===== src/rtl/feature_addr_gen.sv =====
// Feature address sequencer: walks base..base+count-1 and broadcasts each
// address to N_PORTS read ports in lockstep, then emits one done token.
module feature_addr_gen #(
   parameter int unsigned W_ADDR  = 14,
   parameter int unsigned W_CNT   = 12,
   parameter int unsigned N_PORTS = 3
) (
   input  logic               clk,
   input  logic               rst,
   input  logic               cmd_valid,
   output logic               cmd_ready,
   input  logic [W_ADDR-1:0]  cmd_base,
   input  logic [W_CNT-1:0]   cmd_count,
   output logic [N_PORTS-1:0] addr_valid,
   input  logic [N_PORTS-1:0] addr_ready,
   output logic [W_ADDR-1:0]  addr_data,
   output logic               done_valid,
   input  logic               done_ready,
   output logic               busy
);

   typedef enum logic [1:0] {
      IDLE = 2'd0,
      RUN  = 2'd1,
      DONE = 2'd2
   } state_t;

   state_t             state;
   logic [W_CNT-1:0]   remaining;
   logic               addr_done;

   // Accepted mask is held inverted in addr_valid: a port is pending while its valid is high.
   always_comb begin
      addr_done = 1'b0;
      if (state == RUN) begin
         addr_done = &(~addr_valid | addr_ready);
      end
   end

   assign cmd_ready = (state == IDLE);

   always_ff @(posedge clk or negedge rst) begin
      if (!rst) begin
         state      <= IDLE;
         remaining  <= '0;
         addr_valid <= '0;
         addr_data  <= '0;
         done_valid <= 1'b0;
         busy       <= 1'b0;
      end else begin
         case (state)
            IDLE: begin
               if (cmd_valid) begin
                  addr_data <= cmd_base;
                  remaining <= cmd_count;
                  busy      <= 1'b1;
                  if (cmd_count == '0) begin
                     state      <= DONE;
                     done_valid <= 1'b1;
                  end else begin
                     state      <= RUN;
                     addr_valid <= {N_PORTS{1'b1}};
                  end
               end
            end
            RUN: begin
               if (addr_done) begin
                  remaining <= remaining - W_CNT'(1);
                  if (remaining == W_CNT'(1)) begin
                     state      <= DONE;
                     addr_valid <= '0;
                     done_valid <= 1'b1;
                  end else begin
                     addr_data  <= addr_data + W_ADDR'(1);
                     addr_valid <= {N_PORTS{1'b1}};
                  end
               end else begin
                  // Record each port's acceptance; others keep waiting on the same address.
                  addr_valid <= addr_valid & ~addr_ready;
               end
            end
            DONE: begin
               if (done_ready) begin
                  state      <= IDLE;
                  done_valid <= 1'b0;
                  busy       <= 1'b0;
               end
            end
            default: begin
               state      <= IDLE;
               addr_valid <= '0;
               done_valid <= 1'b0;
               busy       <= 1'b0;
            end
         endcase
      end
   end

endmodule


===== config.mk =====
export PLATFORM = sky130hd
export DESIGN_NAME = feature_addr_gen
export DESIGN_NICKNAME = d
export VERILOG_FILES = /design/src/rtl/feature_addr_gen.sv
export SDC_FILE = /design/constraint.sdc
export NUM_CORES = 1
export LEC_CHECK = 0
export ABC_AREA = 1
export CAP_MARGIN = 15
export CELL_PAD_IN_SITES_DETAIL_PLACEMENT = 0
export CELL_PAD_IN_SITES_GLOBAL_PLACEMENT = 1
export CORE_ASPECT_RATIO = 2
export CORE_MARGIN = 5
export CORE_UTILIZATION = 34
export DETAILED_ROUTE_END_ITERATION = 10
export PLACE_DENSITY_LB_ADDON = 0.1
export SLEW_MARGIN = 20
export SYNTH_ARGS = -nofsm -noshare
export SYNTH_HDL_FRONTEND = slang
export SYNTH_SLANG_ARGS = --single-unit

===== constraint.sdc =====
create_clock -name clk -period 1.85 [get_ports clk]
set_input_delay 0.2775 -clock clk [delete_from_list [all_inputs] [get_ports clk]]
set_output_delay 0.2775 -clock clk [all_outputs]
set_load 0.02 [all_outputs]

==> flow_metrics.env, run 1 <==
export IMPL_worst_slew_pin_transition_ns=0.469
export IMPL_min_path_type="in2async"
export IMPL_cp_num_cells=1
export IMPL_grt_max_degree=34
export IMPL_post_synth_top_count_cell="nand2_1"
export IMPL_rr_worst_depth=7
export IMPL_synthesis_nets=393
export IMPL_multi_input_comb_area_mm2=0.00124
export IMPL_cp_max_fo=6
export IMPL_filler_cell_count=711
export IMPL_hold_viol=0
export IMPL_routedWlPerCell_um=13.4
export IMPL_die_height_um=126
export IMPL_layout_area_seq_um2=826
export IMPL_cts_setup_buffers=0
export IMPL_synth_edf_count=0
export IMPL_synthesized_area_per_cell_um2=6.36
export IMPL_area_fraction_in_compound_gates_after_synthesis_pct=10.4
export IMPL_drc=0
export IMPL_dr_pass1_iters=5
export IMPL_outcome="finished, final reports clean"
export IMPL_finalWirelength_um=6710
export IMPL_worst_ep_arrival_time_ns=1.36
export IMPL_yosysWarnings=0
export IMPL_globalRoute_totalOverflow=0
export IMPL_total_leakage_power_uw=0.00148
export IMPL_finalInstanceArea_mm2=0.00304
export IMPL_synth_yosys_seq_area_share_pct=36.4
export IMPL_start_util_pct=34.6
export IMPL_finalSetupTns_ns=0
export IMPL_post_synth_and_or_nand_nor_area_fraction_pct=42.2
export IMPL_drive_above_1_share_pct=5.56
export IMPL_tritoncts="done"
export IMPL_htree_num_levels=2
export IMPL_rsz0062_at_grt="no"
export IMPL_reg2reg_from="state[0]"
export IMPL_worstPathRequired_ns=1.57
export IMPL_r2r_end="done_valid"
export IMPL_layout_nets=451
export IMPL_per_cell_via_count_in_the_routed_design=4.81
export IMPL_dominant_register_cell_in_the_synthesized_netlist="dfrtp_1"
export IMPL_grt_antenna_before_repair=0
export IMPL_synth_cells=357
export IMPL_clock_sinks=33
export IMPL_numPortBuffers=52
export IMPL_slew_headroom_pct=68.7
export IMPL_die_width_um=67.8
export IMPL_grt_pass1_vias=2335
export IMPL_synth_mux_area_fraction_pct=0.441
export IMPL_synth_xor_area_share_pct=0
export IMPL_met2RoutedLength_um=3740
export IMPL_register_bit_count_reported_by_yosys=33
export IMPL_endpoint="addr_data[2]"
export IMPL_io_pins=53
export IMPL_groute_usage_overall_pct=17.0
export IMPL_synthDistinctLibCells=24
export IMPL_crit_family="buffers and inverters"
export IMPL_area_growth_synth_to_final_pct=33.7
export IMPL_finalClockSkew_ns=0.00486
export IMPL_maxCapViolations=0
export IMPL_dpl_cell_area_mm2=0.00291
export IMPL_m1WireLength_um=2500
export IMPL_clkLatencyLatePin_ns=0.28
export IMPL_floorplan_rows=42
export IMPL_max_freq_mhz=612
export IMPL_ctsLongestPathBuffers=2
export IMPL_place_congestion=0.851
export IMPL_synth_top_cells_by_count="nand2_1 (144), nor2_1 (46), dfrtp_1 (33)"
export IMPL_timing_final_crit_period_ns=1.64
export IMPL_floorplan_core_area_mm2=0.00657
export IMPL_cp_start_kind="flop"
export IMPL_antenna_diode_count=0
export IMPL_path_class="reg2out"
export IMPL_largest_family_of_logic_cells_by_synthesized_area="simple AND/OR/NAND/NOR gates"
export IMPL_final_util_pct=46.2
export IMPL_end_kind="output pin"
export IMPL_path_buf_inv=1
export IMPL_met3_wirelength_um=289
export IMPL_numCtsBuffers=5
export IMPL_synth_top_area_cell="dfrtp_1"
export IMPL_place_hpwl_um=5110
export IMPL_die_area_mm2=0.00851
export IMPL_cellPowerDensity_mw_per_mm2=1690
export IMPL_critPathLaunch="addr_data[2]"
export IMPL_clockRootBuffer="clkbuf_16"
export IMPL_postSynth_asyncResetShare_pct=100
export IMPL_synthesis_area_mm2=0.00227
export IMPL_cp_cell_sequence="clkdlybuf4s50_1"
export IMPL_synth_top_cells_by_area="dfrtp_1 (36%), nand2_1 (24%), nor2_1 (7.6%), nand3_1 (6.4%), inv_1 (5.3%)"
export IMPL_detailroute_via_count=2415
export IMPL_top_signal_layer_used="met4"
export IMPL_critPathMaxStageDelay_ns=0.64
export IMPL_setup_viol_count_final=0
export IMPL_worst_r2r_setup_slack_ns=0.23
export IMPL_yosysTopAreaCellShare_pct=36.4
export IMPL_cts_clk_slew_worst_paths_ns=0.05
export IMPL_drtAntennaViolNets=0
export IMPL_ir_drop_mv=0.706
export IMPL_arithmetic_cell_share_of_the_synthesized_area_counting_full_adders_half_adders_and_majority_gates_pct=1.65
export IMPL_grt_pass1_wl_um=11000
export IMPL_timing_final_crit_share_pct=88.4
export IMPL_slowest_cell_on_the_critical_path="clkdlybuf4s50_1"
export IMPL_finalMaxSlewViolations=0
export IMPL_drt_iter0_drc=132
## layer usage
layer | GRT usage (%) | up-vias
met3 | 3.05 | 15
met2 | 31.4 | 69
met1 | 17.4 | 1090
met4 | 7.74 | 0
met5 | 0 | -
li1 | - | 1241
## placed cells by master (no fill, tap or decap)
master / count
a21oi_1: 8
a31oi_1: 1
buf_12: 1
buf_4: 7
clkbuf_16: 5
clkdlybuf4s50_1: 51
clkinv_2: 2
dfrtp_1: 33
dlygate4sd2_1: 1
ha_1: 3
inv_1: 32
inv_2: 1
inv_4: 1
mux2i_1: 1
nand2_1: 144
nand2_4: 3
nand3_1: 29
nand4_1: 3
nand4_4: 1
nor2_1: 46
nor3_1: 4
o211ai_2: 1
o21ai_0: 20
o21ai_1: 14
o31ai_1: 1
or2_2: 1
## state kept, by name (all words and copies together) (netlist names)
signal / cells
addr_data: 14
remaining: 12
addr_valid: 3
state: 2
busy: 1
done_valid: 1
## repair_timing
action	CTS	global route
hold buffers	0	0
gates resized for setup	1	0
setup endpoints to repair	1	0
## metrics by stage
step / hold WS, ns / std cells / setup WS, ns / total power, uW
6_report: 0.419 / 502 / 0.215 / 5130
5_1_grt: 0.472 / 502 / 0.0530 / 5650
4_1_cts: 0.438 / 502 / 0.197 / 5210
3_5_place_dp: 0.468 / 496 / 0.105 / 4410
3_3_place_gp: 0.465 / 496 / 0.118 / 4400
2_1_floorplan: -0.0181 / 357 / 0.241 / 3400
## cells by family (layout without fill, tap and decap cells)
logic type,count (synthesis),count (layout)
buffers and inverters,44,101
AOI/OAI and AO/OA,45,45
DFF,33,33
and+or+nand+nor,231,231
adders and majority gates,3,3
muxes,1,1
## layout make-up
type,instances,share of cell area [%]
well taps,88,3.63
multi-input cells,280,40.9
inverters,35,4.45
clock buffers,5,4.12
clock inverters,1,0.165
repair buffers,60,19.5
flip-flops and latches,33,27.2
## where the power goes
group	leakage (uW)	internal (uW)	switching, uW
Combinational	0.00101	1150	1790
Sequential	0.000404	1080	345
Clock	0.0000655	480	289
## worst min-delay path by stage
stage	start	endpoint	cells after the start
final	rst	addr_data[1]	2
after global routing	rst	remaining[4]	2
after detailed placement	remaining[9]	remaining[9]	2
after floorplan	rst	addr_data[0]	0
after global placement	remaining[10]	remaining[10]	2
after CTS	rst	remaining[10]	2
Power figures use the tool's default switching activity.
==> run 2, diff against run 1 <==
--- a/config.mk
+++ b/config.mk
@@ -14,6 +14,7 @@
 export CORE_UTILIZATION = 34
 export DETAILED_ROUTE_END_ITERATION = 10
 export PLACE_DENSITY_LB_ADDON = 0.1
+export RECOVER_POWER = 100
 export SLEW_MARGIN = 20
 export SYNTH_ARGS = -nofsm -noshare
 export SYNTH_HDL_FRONTEND = slang
==> run 2 against run 1 <==
Against the previous run:
- final cell count unchanged
- die area unchanged
- setup slack got worse by 0.085 ns
- wire length decreased by 0.42%
- global-route usage unchanged
- critical path depth increased by 1
- first-iteration DRC count increased by 5.3%
- maximum frequency decreased by 4.9%
- clock power about the same
- count of clock-buffer cells in the layout unchanged
==> flow_metrics.env, run 2 (synthesized netlist as in run 1, its figures left out) <==
export IMPL_outcome="finished, final reports clean"
export IMPL_drtAntennaViolNets=0
export IMPL_cts_hold_repair_buffers=0
export IMPL_worstPathRequired_ns=1.57
export IMPL_hold_viol=0
export IMPL_die_height_um=126
export IMPL_start_util_pct=34.6
export IMPL_total_leakage_power_uw=0.00150
export IMPL_hold_path_cell_count=2
export IMPL_cellPowerDensity_mw_per_mm2=1660
export IMPL_finalSetupTns_ns=0
export IMPL_setup_viol_count_final=0
export IMPL_tritoncts="done"
export IMPL_place_hpwl_um=5110
export IMPL_slew_headroom_pct=39.1
export IMPL_cts_clk_slew_worst_paths_ns=0.05
export IMPL_slowest_cell_on_the_critical_path="dlygate4sd3_1"
export IMPL_multi_input_comb_area_mm2=0.00124
export IMPL_detailroute_via_count=2413
export IMPL_grt_pass1_vias=2335
export IMPL_grt_pass1_wl_um=11000
export IMPL_filler_cell_count=712
export IMPL_dr_pass1_iters=4
export IMPL_reg2reg_from="state[1]"
export IMPL_layout_cells_most_common_list="nand2_1 (144), nor2_1 (46), inv_1 (33), dfrtp_1 (33), clkdlybuf4s50_1 (31)"
export IMPL_p_total_uw=5020
export IMPL_floorplan_rows=42
export IMPL_most_common_library_cell_in_the_layout_ignoring_fill_and_taps="nand2_1"
export IMPL_globalRoute_totalOverflow=0
export IMPL_cts_setup_buffers=0
export IMPL_maxCapViolations=0
export IMPL_max_freq_mhz=581
export IMPL_hold_path_sink="done_valid"
export IMPL_ir_drop_mv=0.688
export IMPL_hold_start="done_valid"
export IMPL_finalMaxSlewViolations=0
export IMPL_cp_cell_sequence="buf_4 > dlygate4sd3_1"
export IMPL_path_class="reg2out"
export IMPL_ctsLongestPathBuffers=2
export IMPL_numPortBuffers=52
export IMPL_finalClockSkew_ns=0.00482
export IMPL_routedWlPerCell_um=13.3
export IMPL_htree_num_levels=2
export IMPL_crit_family="buffers and inverters"
export IMPL_place_congestion=0.851
export IMPL_per_cell_via_count_in_the_routed_design=4.81
export IMPL_worst_slew_pin_transition_ns=0.914
export IMPL_drive_above_1_share_pct=5.31
export IMPL_finalWirelength_um=6690
export IMPL_rsz0062_at_grt="no"
export IMPL_grt_antenna_before_repair=0
export IMPL_floorplan_core_area_mm2=0.00657
export IMPL_postCtsResizedCells=1
export IMPL_path_buf_inv=2
export IMPL_grt_max_degree=34
export IMPL_worst_r2r_setup_slack_ns=0.22
export IMPL_r2r_end="remaining[10]"
export IMPL_largest_register_ff_count=14
export IMPL_clock_sinks=33
export IMPL_end_kind="output pin"
export IMPL_layout_area_seq_um2=826
export IMPL_rr_worst_depth=9
export IMPL_antenna_diode_count=0
export IMPL_cp_max_fo=5
export IMPL_cp_num_cells=2
export IMPL_numCtsBuffers=5
export IMPL_die_width_um=67.8
export IMPL_area_growth_synth_to_final_pct=33.4
export IMPL_reg_largest_list="addr_data: 14 flops, remaining: 12 flops, addr_valid: 3 flops"
export IMPL_critPathMaxStageDelay_ns=0.64
export IMPL_drt_iter0_drc=139
export IMPL_layout_nets=451
export IMPL_groute_usage_overall_pct=17.0
export IMPL_die_area_mm2=0.00851
export IMPL_min_path_type="reg2reg"
export IMPL_worst_ep_arrival_time_ns=1.44
export IMPL_clockRootBuffer="clkbuf_16"
export IMPL_regMostFlops="addr_data"
export IMPL_timing_final_crit_share_pct=93.0
export IMPL_clkLatencyLatePin_ns=0.28
export IMPL_cp_start_kind="flop"
export IMPL_timing_final_crit_period_ns=1.72
export IMPL_io_pins=53
export IMPL_drc=0
-- run 2: tightest hold or removal path: cells and delay by family, from the launching register on --
family | cells | cell delay (ns)
flops | 1 | 0.34
simple gates | 2 | 0.10
-- run 2: how the worst max path moves through the flow --
stage / start / to / slack (ns)
after floorplan: state[0] / remaining[10] / 0.24
after global placement: addr_ready[2] / remaining[10] / 0.12
after detailed placement: addr_ready[1] / remaining[10] / 0.10
after CTS: state[0] / cmd_ready / 0.20
after global routing: state[0] / remaining[11] / 0.05
final: addr_data[0] / addr_data[0] / 0.13
-- run 2: through the flow --
step | worst slack [ns] | util, % | cell area (um^2) | hold WS (ns) | instances
global route | 0.0463 | 46.1 | 3030 | 0.511 | 502
global placement | 0.118 | 44.2 | 2910 | 0.465 | 496
CTS | 0.197 | 46.2 | 3040 | 0.438 | 502
finish | 0.130 | 46.1 | 3030 | 0.478 | 502
floorplan | 0.241 | - | 2270 | -0.0181 | 357
detailed placement | 0.105 | 44.2 | 2910 | 0.468 | 496
-- run 2: power by group --
part           switching (uW)  total [uW]  internal, uW
Combinational            1770        2840          1060
Sequential                336        1410          1080
Clock                     290         771           480
Total                    2400        5020          2620
-- run 2: cell type report --
cell class / instances / area share [%]
clock inverters: 1 / 0.165
well taps: 88 / 3.63
repair buffers: 60 / 19.4
flip-flops and latches: 33 / 27.3
multi-input cells: 280 / 41.0
inverters: 35 / 4.46
clock buffers: 5 / 4.13
-- run 2: metal layers --
layer  global-route usage (%)  vias up  share of wire (%)
met4                     7.74        0                2.8
met3                     3.05       13                4.2
met1                     17.4     1099                 37
met5                        0        -                  0
met2                     31.4       60                 56
li1                         -     1241                  -
